$ cat src/rtl/fwd_hazard_unit.sv
// Operand-forwarding select and load-use stall generator for a 6-stage pipeline.
// Shadows the EX1/EX2 destination info and registers the selects into the ID/EX boundary.
module fwd_hazard_unit #(
  parameter int unsigned REG_W = 4,
  parameter int unsigned CNT_W = 16
) (
  input  logic             clk,
  input  logic             rst,
  input  logic             id_valid,
  input  logic [REG_W-1:0] id_rs1,
  input  logic [REG_W-1:0] id_rs2,
  input  logic             id_use_rs1,
  input  logic             id_use_rs2,
  input  logic [REG_W-1:0] id_rd,
  input  logic             id_reg_write,
  input  logic             id_is_load,
  input  logic             branch_taken,
  input  logic             pipe_hold,
  output logic [1:0]       forward_a,
  output logic [1:0]       forward_b,
  output logic             stall_id,
  output logic             flush_id,
  output logic [CNT_W-1:0] stall_count
);

  logic             ex1_valid_q, ex1_rw_q, ex1_ld_q;
  logic [REG_W-1:0] ex1_rd_q;
  // The EX2 load flag never affects a select, so only valid/rd/reg_write are kept there.
  logic             ex2_valid_q, ex2_rw_q;
  logic [REG_W-1:0] ex2_rd_q;
  logic [1:0]       fwd_a_q, fwd_b_q;
  logic [CNT_W-1:0] cnt_q, cnt_d;

  logic match_a, match_b;
  logic hit1_a, hit1_b, hit2_a, hit2_b;
  logic [1:0] sel_a, sel_b;
  logic kill;

  assign match_a = id_valid & id_use_rs1 & (id_rs1 != '0);
  assign match_b = id_valid & id_use_rs2 & (id_rs2 != '0);
  assign hit1_a  = ex1_valid_q & ex1_rw_q & (ex1_rd_q == id_rs1);
  assign hit1_b  = ex1_valid_q & ex1_rw_q & (ex1_rd_q == id_rs2);
  assign hit2_a  = ex2_valid_q & ex2_rw_q & (ex2_rd_q == id_rs1);
  assign hit2_b  = ex2_valid_q & ex2_rw_q & (ex2_rd_q == id_rs2);

  // Nearest producer wins; a load in EX1 cannot feed from EX2 and is handled by the stall.
  always_comb begin
    sel_a = 2'b00;
    sel_b = 2'b00;
    if (match_a && hit1_a && !ex1_ld_q) sel_a = 2'b10;
    else if (match_a && hit2_a)         sel_a = 2'b01;
    if (match_b && hit1_b && !ex1_ld_q) sel_b = 2'b10;
    else if (match_b && hit2_b)         sel_b = 2'b01;
  end

  assign flush_id = branch_taken;
  assign stall_id = !branch_taken & ex1_ld_q & ((match_a & hit1_a) | (match_b & hit1_b));
  assign kill     = flush_id | stall_id;

  always_comb begin
    cnt_d = cnt_q;
    if (stall_id && (cnt_q != '1)) cnt_d = cnt_q + 1'b1;
  end

  always_ff @(posedge clk) begin
    if (rst) begin
      ex1_valid_q <= 1'b0;
      ex1_rw_q    <= 1'b0;
      ex1_ld_q    <= 1'b0;
      ex1_rd_q    <= '0;
      ex2_valid_q <= 1'b0;
      ex2_rw_q    <= 1'b0;
      ex2_rd_q    <= '0;
      fwd_a_q     <= 2'b00;
      fwd_b_q     <= 2'b00;
      cnt_q       <= '0;
    end else if (!pipe_hold) begin
      ex2_valid_q <= ex1_valid_q;
      ex2_rw_q    <= ex1_rw_q;
      ex2_rd_q    <= ex1_rd_q;
      cnt_q       <= cnt_d;
      if (kill) begin
        ex1_valid_q <= 1'b0;
        ex1_rw_q    <= 1'b0;
        ex1_ld_q    <= 1'b0;
        ex1_rd_q    <= '0;
        fwd_a_q     <= 2'b00;
        fwd_b_q     <= 2'b00;
      end else begin
        ex1_valid_q <= id_valid;
        ex1_rw_q    <= id_reg_write;
        ex1_ld_q    <= id_is_load;
        ex1_rd_q    <= id_rd;
        fwd_a_q     <= sel_a;
        fwd_b_q     <= sel_b;
      end
    end
  end

  assign forward_a   = fwd_a_q;
  assign forward_b   = fwd_b_q;
  assign stall_count = cnt_q;

endmodule
$ cat config.mk
export PLATFORM = sky130hd
export DESIGN_NAME = fwd_hazard_unit
export DESIGN_NICKNAME = d
export VERILOG_FILES = /design/src/rtl/fwd_hazard_unit.sv
export SDC_FILE = /design/constraint.sdc
export NUM_CORES = 1
export LEC_CHECK = 0
export ABC_AREA = 1
export BUFFER_PORTS_ARGS = -buffer_cell sky130_fd_sc_hd__buf_4
export CAP_MARGIN = 25
export CORE_MARGIN = 4
export CORE_UTILIZATION = 50
export DETAILED_ROUTE_END_ITERATION = 7
export PLACE_DENSITY = 0.74
export SLEW_MARGIN = 30
export SYNTH_ARGS = -nofsm -noshare
export SYNTH_HDL_FRONTEND = slang
export SYNTH_SLANG_ARGS = --single-unit
$ cat constraint.sdc
create_clock -name clk -period 3.4 [get_ports clk]
set_input_delay 0.34 -clock clk [delete_from_list [all_inputs] [get_ports clk]]
set_output_delay 0.34 -clock clk [all_outputs]
set_load 0.005 [all_outputs]
==> impl_metrics.yaml, run 1 <==
run_status:
  status: "completed"
yosys:
  ys_types: 29
  yosysWarnings: 0
  ys_top_cells_by_area: "dfxtp_1 (32%), nand2_1 (15%), nor2_1 (5.1%)"
  synthesis.nets: 318
  synth_top_family_by_area: "simple AND/OR/NAND/NOR gates"
  synth-compound-area-share_pct: 11.6
  muxShareOfSynthArea_pct: 0
  yosysTopAreaCellShare_pct: 32.0
  synth_xor_area_share_pct: 8.50
  avgSynthCellArea_sq_um: 6.97
  synth.largest_area_cell: "dfxtp_1"
  synth_cells: 296
  synth-simple-area-share_pct: 38.8
  syn_area_sq_mm: 0.00206
  ys_ff_latch: 33
  seq_area_frac_synth_pct: 32.0
  synthAdderAreaFrac_pct: 0.607
power_and_ir_drop:
  peakVddDrop_mv: 0.236
  powerDensity_mw_per_mm2: 317
  p_leak_nw: 1.05
sta:
  setup_viol: 0
  finClkSkew_ns: 0.00408
  post-route-min-period_ns: 1.90
  rsz0062_at_grt: "false"
  setup_ws_ns: 1.50
  tightest_slew_ns: 0.546
  relSlewSlack_pct: 63.4
  final-hold-violation-count: 0
  period_share_pct: 55.8
  setup_tns_ns: 0
  max_freq_ghz: 0.527
  slew_violations: 0
grt:
  grt_pass1_wl_mm: 8.09
  grt_max_degree: 25
  grt_pass1_vias: 1785
  overflow: 0
  antenna_found_initial: 0
  track_usage_pct: 19.5
placed_design:
  dp_slack_ns: 1.58
  hpwl_mm: 3.55
  place_congestion: 0.865
  port_buffers: 42
cts:
  postCtsSetupRepairBufs: 0
  cts_hold_buf: 0
  numCtsBuffers: 5
  clockBufferDepth: 2
  clk_pin_slew_ns: 0.07
  cts_tree: "done"
  cts_resized: 0
  clkLatencyLatePin_ns: 0.29
  htree_levels: 2
  ctsRootBufferMaster: "clkbuf_8"
  clock-sinks: 33
detailed_routing:
  vias: 1996
  postRouteWirelength_mm: 4.77
  ant_nets: 0
  drt_iter0_drc: 95
  drc_errors: 0
  via_per_inst: 5.14
  routedWlPerCell_um: 12.3
  drt_pass1_iterations: 4
setup_path:
  cp_top_family: "flip-flops"
  arrival_ns: 1.56
  path_cells: "inv_1, nor2_1, a21boi_0, buf_4"
  cp.required_ns: 3.06
  start_kind: "flop"
  slowest_delay_ns: 0.42
  r2r_slack_ns: 1.57
  slowest_stage: "dfxtp_1"
  crit_fanout: 6
  path_class: "flop to output port"
  path_buf_inv: 2
  end_kind: "output port"
final_layout:
  nFillCells: 385
  final_cell_mix: "nand2_1 (80), buf_4 (42), dfxtp_1 (33)"
  area_delta_synth_final_pct: 19.9
  fin_nets: 359
  drive_above_1_share_pct: 29.0
  n_antenna_cell: 0
  layout_commonest_cell: "nand2_1"
floorplanning:
  top_level_ports: 43
  num_rows: 23
  start_util_pct: 51.5
  core_sq_mm: 0.00400
  die-area_sq_mm: 0.00522
  die_y_um: 72.2
  die_w_um: 72.2
flow_run:
  drv_cap: 0
min_path:
  worstHoldPathType: "input port to flop"
## cells in the mapped netlist
cell type and instances:
nor2_2 5, nand4_4 2, nand3_2 3, a21oi_1 19, a21oi_2 11, nor2_4 3, nand2_2 15, ha_1 1
inv_2 7, nand2_4 1, buf_2 1, inv_1 24, buf_6 1, buf_4 1, nand3_1 7, or2_4 1
buf_8 1, nand4_1 13, a21boi_0 1, clkinv_1 1, xnor2_1 10, nand2_1 80, dfxtp_1 33, nor2_1 28
o21ai_0 8, nor3_1 4, clkbuf_1 4, nand3b_1 1, xor2_1 10
## layer usage
metal	global-route usage [%]	part of all wire [%]	vias up
li1	-	-	1023
met1	27.7	48	922
met2	28.9	44	42
met3	4.71	5.5	9
met4	6.47	1.7	0
met5	0	0	-
## path summary, 6_finish.rpt
path / startpoint / cells past startpoint / end
setup / recovery: ex1_ld_q$_SDFFE_PP0N_ / 4 / stall_id
hold / removal: id_reg_write / 3 / ex1_rw_q$_SDFFE_PP0N_
setup reg to reg: ex1_rd_q[1]$_SDFFE_PP0N_ / 10 / stall_count[1]$_SDFFE_PP0P_
hold reg to reg: forward_a[1]$_SDFFE_PP0N_ / 2 / forward_a[1]$_SDFFE_PP0N_
## worst register-to-register path, cell delays in order (launching register included)
cell     delay, ns
dfxtp_1       0.42
inv_1         0.12
nand2_1       0.10
nand3_1       0.09
nor2_2        0.12
nand2_2       0.08
nand2_4       0.11
nand3_2       0.08
nor2_4        0.36
nand2_1       0.12
a21oi_1       0.16
## flip-flops by register name, summed over array words and instances, names as in the netlist
register / cells
stall_count: 16
ex2_rw_q: 1
forward_b: 2
forward_a: 2
ex2_rd_q: 4
ex1_valid_q: 1
ex1_rw_q: 1
ex1_ld_q: 1
ex2_valid_q: 1
ex1_rd_q: 4
## through the flow
stage | cell area [sq um] | hold slack (ns) | utilization (%) | cells | total power, mW
floorplan | 2060 | 0.409 | - | 296 | 0.458
global placement | 2390 | 0.463 | 59.6 | 380 | 0.492
detailed placement | 2390 | 0.461 | 59.6 | 380 | 0.494
CTS | 2470 | 0.330 | 61.8 | 388 | 0.789
global route | 2470 | 0.329 | 61.8 | 388 | 0.817
finish | 2470 | 0.334 | 61.8 | 388 | 0.783
## cell type report
class,count,area (sq um),share of cell area (%)
Multi-Input combinational cell,223,1230,49.6
Inverter,32,120,4.86
Clock inverter,3,17.5,0.709
Sequential cell,33,661,26.7
Timing Repair Buffer,42,315,12.8
Tap cell,50,62.6,2.53
Clock buffer,5,68.8,2.78
## logic make-up (layout without fill, tap and decap cells)
| family | count (synthesis) | count (layout) |
|---|---|---|
| buffers and inverters | 40 | 82 |
| flip-flops | 33 | 33 |
| XOR/XNOR | 20 | 20 |
| adder cells (fa/ha/maj) | 1 | 1 |
| AND/OR/NAND/NOR | 163 | 163 |
| AO/OA/AOI/OAI | 39 | 39 |
## power by group
group | leakage (nW) | switching (mW) | internal (mW)
clock network | 0.0439 | 0.156 | 0.141
registers | 0.268 | 0.00757 | 0.393
logic | 0.741 | 0.0488 | 0.0358
total | 1.05 | 0.213 | 0.570
Note: power is estimated with default switching activity, not from simulation.
==> run 2: changes to the inputs <==
Clock period 3.4 ns to 1.8 ns, I/O delays scaled along.
==> impl_metrics.yaml, run 2 (synthesized netlist as in run 1, its figures left out) <==
sta:
  setup_tns_ns: 0
  rsz0062_at_grt: "false"
  period_share_pct: 93.3
  tightest_slew_ns: 0.347
  post-route-min-period_ns: 1.68
  max_freq_ghz: 0.595
  relSlewSlack_pct: 76.9
  finClkSkew_ns: 0.00585
  slew_violations: 0
  setup_ws_ns: 0.120
  final-hold-violation-count: 0
  setup_viol: 0
final_layout:
  area_delta_synth_final_pct: 24.6
  drive_above_1_share_pct: 30.4
  fin_nets: 366
  largest_reg_flops: 16
  n_antenna_cell: 0
  final_cell_mix: "nand2_1 (80), buf_4 (48), dfxtp_1 (33)"
  layout_commonest_cell: "nand2_1"
floorplanning:
  num_rows: 23
  top_level_ports: 43
  die-area_sq_mm: 0.00522
  die_y_um: 72.2
  start_util_pct: 51.5
  die_w_um: 72.2
  core_sq_mm: 0.00400
cts:
  clk_pin_slew_ns: 0.07
  cts_tree: "done"
  clockBufferDepth: 2
  htree_levels: 2
  postCtsSetupRepairBufs: 0
  clkLatencyLatePin_ns: 0.29
  numCtsBuffers: 5
  clock-sinks: 33
  ctsRootBufferMaster: "clkbuf_8"
placed_design:
  port_buffers: 42
  hpwl_mm: 3.68
  place_congestion: 0.837
  dp_slack_ns: 0.176
setup_path:
  arrival_ns: 1.50
  cp.required_ns: 1.62
  r2r_cells: 11
  crit_fanout: 4
  end_kind: "output port"
  start_kind: "flop"
  path_class: "flop to output port"
power_and_ir_drop:
  powerDensity_mw_per_mm2: 644
  peakVddDrop_mv: 0.463
  p_leak_nw: 1.11
grt:
  antenna_found_initial: 0
  grt_pass1_wl_mm: 8.08
  overflow: 0
  grt_pass1_vias: 1816
  grt_max_degree: 19
  track_usage_pct: 19.7
detailed_routing:
  drc_errors: 0
  drt_iter0_drc: 183
  ant_nets: 0
  drt_pass1_iterations: 4
  postRouteWirelength_mm: 4.87
  via_per_inst: 5.14
  routedWlPerCell_um: 12.3
  vias: 2032
run_status:
  status: "completed"
flow_run:
  drv_cap: 0
min_path:
  holdPathStages: 2
  worstHoldPathType: "input port to flop"
==> run 2: cell types whose count changed in the layout (fill, tap and decap cells not counted), sizes merged <==
cell | before | now
buf | 42 | 49
bufinv | 0 | 1
clkbuf | 5 | 7
clkinv | 3 | 1
clkinvlp | 1 | 0
==> run 2: repair_timing <==
action	CTS	global route
resized for setup	0	2
endpoints found under the setup margin	0	2
hold buffers	0	0
==> run 2: where the power goes <==
part	leakage, nW	total [mW]	internal, mW	switching, mW
Combinational	0.780	0.166	0.0706	0.0950
Clock	0.0585	0.732	0.451	0.280
Sequential	0.268	0.757	0.743	0.0140
Total	1.11	1.65	1.27	0.389
==> run 2: final timing paths <==
path | startpoint | to | slack [ns]
worst max register to register | ex1_rd_q[1]$_SDFFE_PP0N_ | stall_count[0]$_SDFFE_PP0P_ | 0.18
worst min-delay path | rst | ex1_ld_q$_SDFFE_PP0N_ | 0.13
worst max-delay path | ex1_rd_q[1]$_SDFFE_PP0N_ | stall_id | 0.12
worst min register to register | forward_a[0]$_SDFFE_PP0N_ | forward_a[0]$_SDFFE_PP0N_ | 0.47
==> run 2: metal layers <==
metal / global-route usage (%) / part of all wire, %
met5: 0 / 0
met3: 4.85 / 6.4
met2: 29.9 / 46
met4: 7.72 / 1.6
met1: 26.8 / 46
==> run 2: area by class of cell <==
class,instances,area (sq um)
Inverter,32,120
Clock buffer,7,86.3
Timing Repair Buffer,49,380
Fill cell,376,1430
Sequential cell,33,661
Multi-Input combinational cell,223,1230
Clock inverter,1,30.0
Tap cell,50,62.6
==> run 2: critical path, stage by stage, from the launching register on <==
cell      delay, ns
dfxtp_1        0.41
inv_1          0.11
nand2_1        0.09
nand2_1        0.05
nor2_1         0.11
nand3_1        0.10
a21boi_1       0.19
buf_4          0.14
==> run 2: per-stage QoR <==
step / util (%) / area (sq um) / instances / hold WS, ns / total power [mW]
final: 64.2 / 2570 / 395 / 0.126 / 1.65
after global placement: 61.3 / 2450 / 387 / 0.419 / 0.932
after global routing: 64.2 / 2570 / 395 / 0.134 / 1.72
after floorplan: - / 2060 / 296 / 0.249 / 0.866
after detailed placement: 61.3 / 2450 / 387 / 0.423 / 0.936
after CTS: 64.2 / 2570 / 395 / 0.123 / 1.66
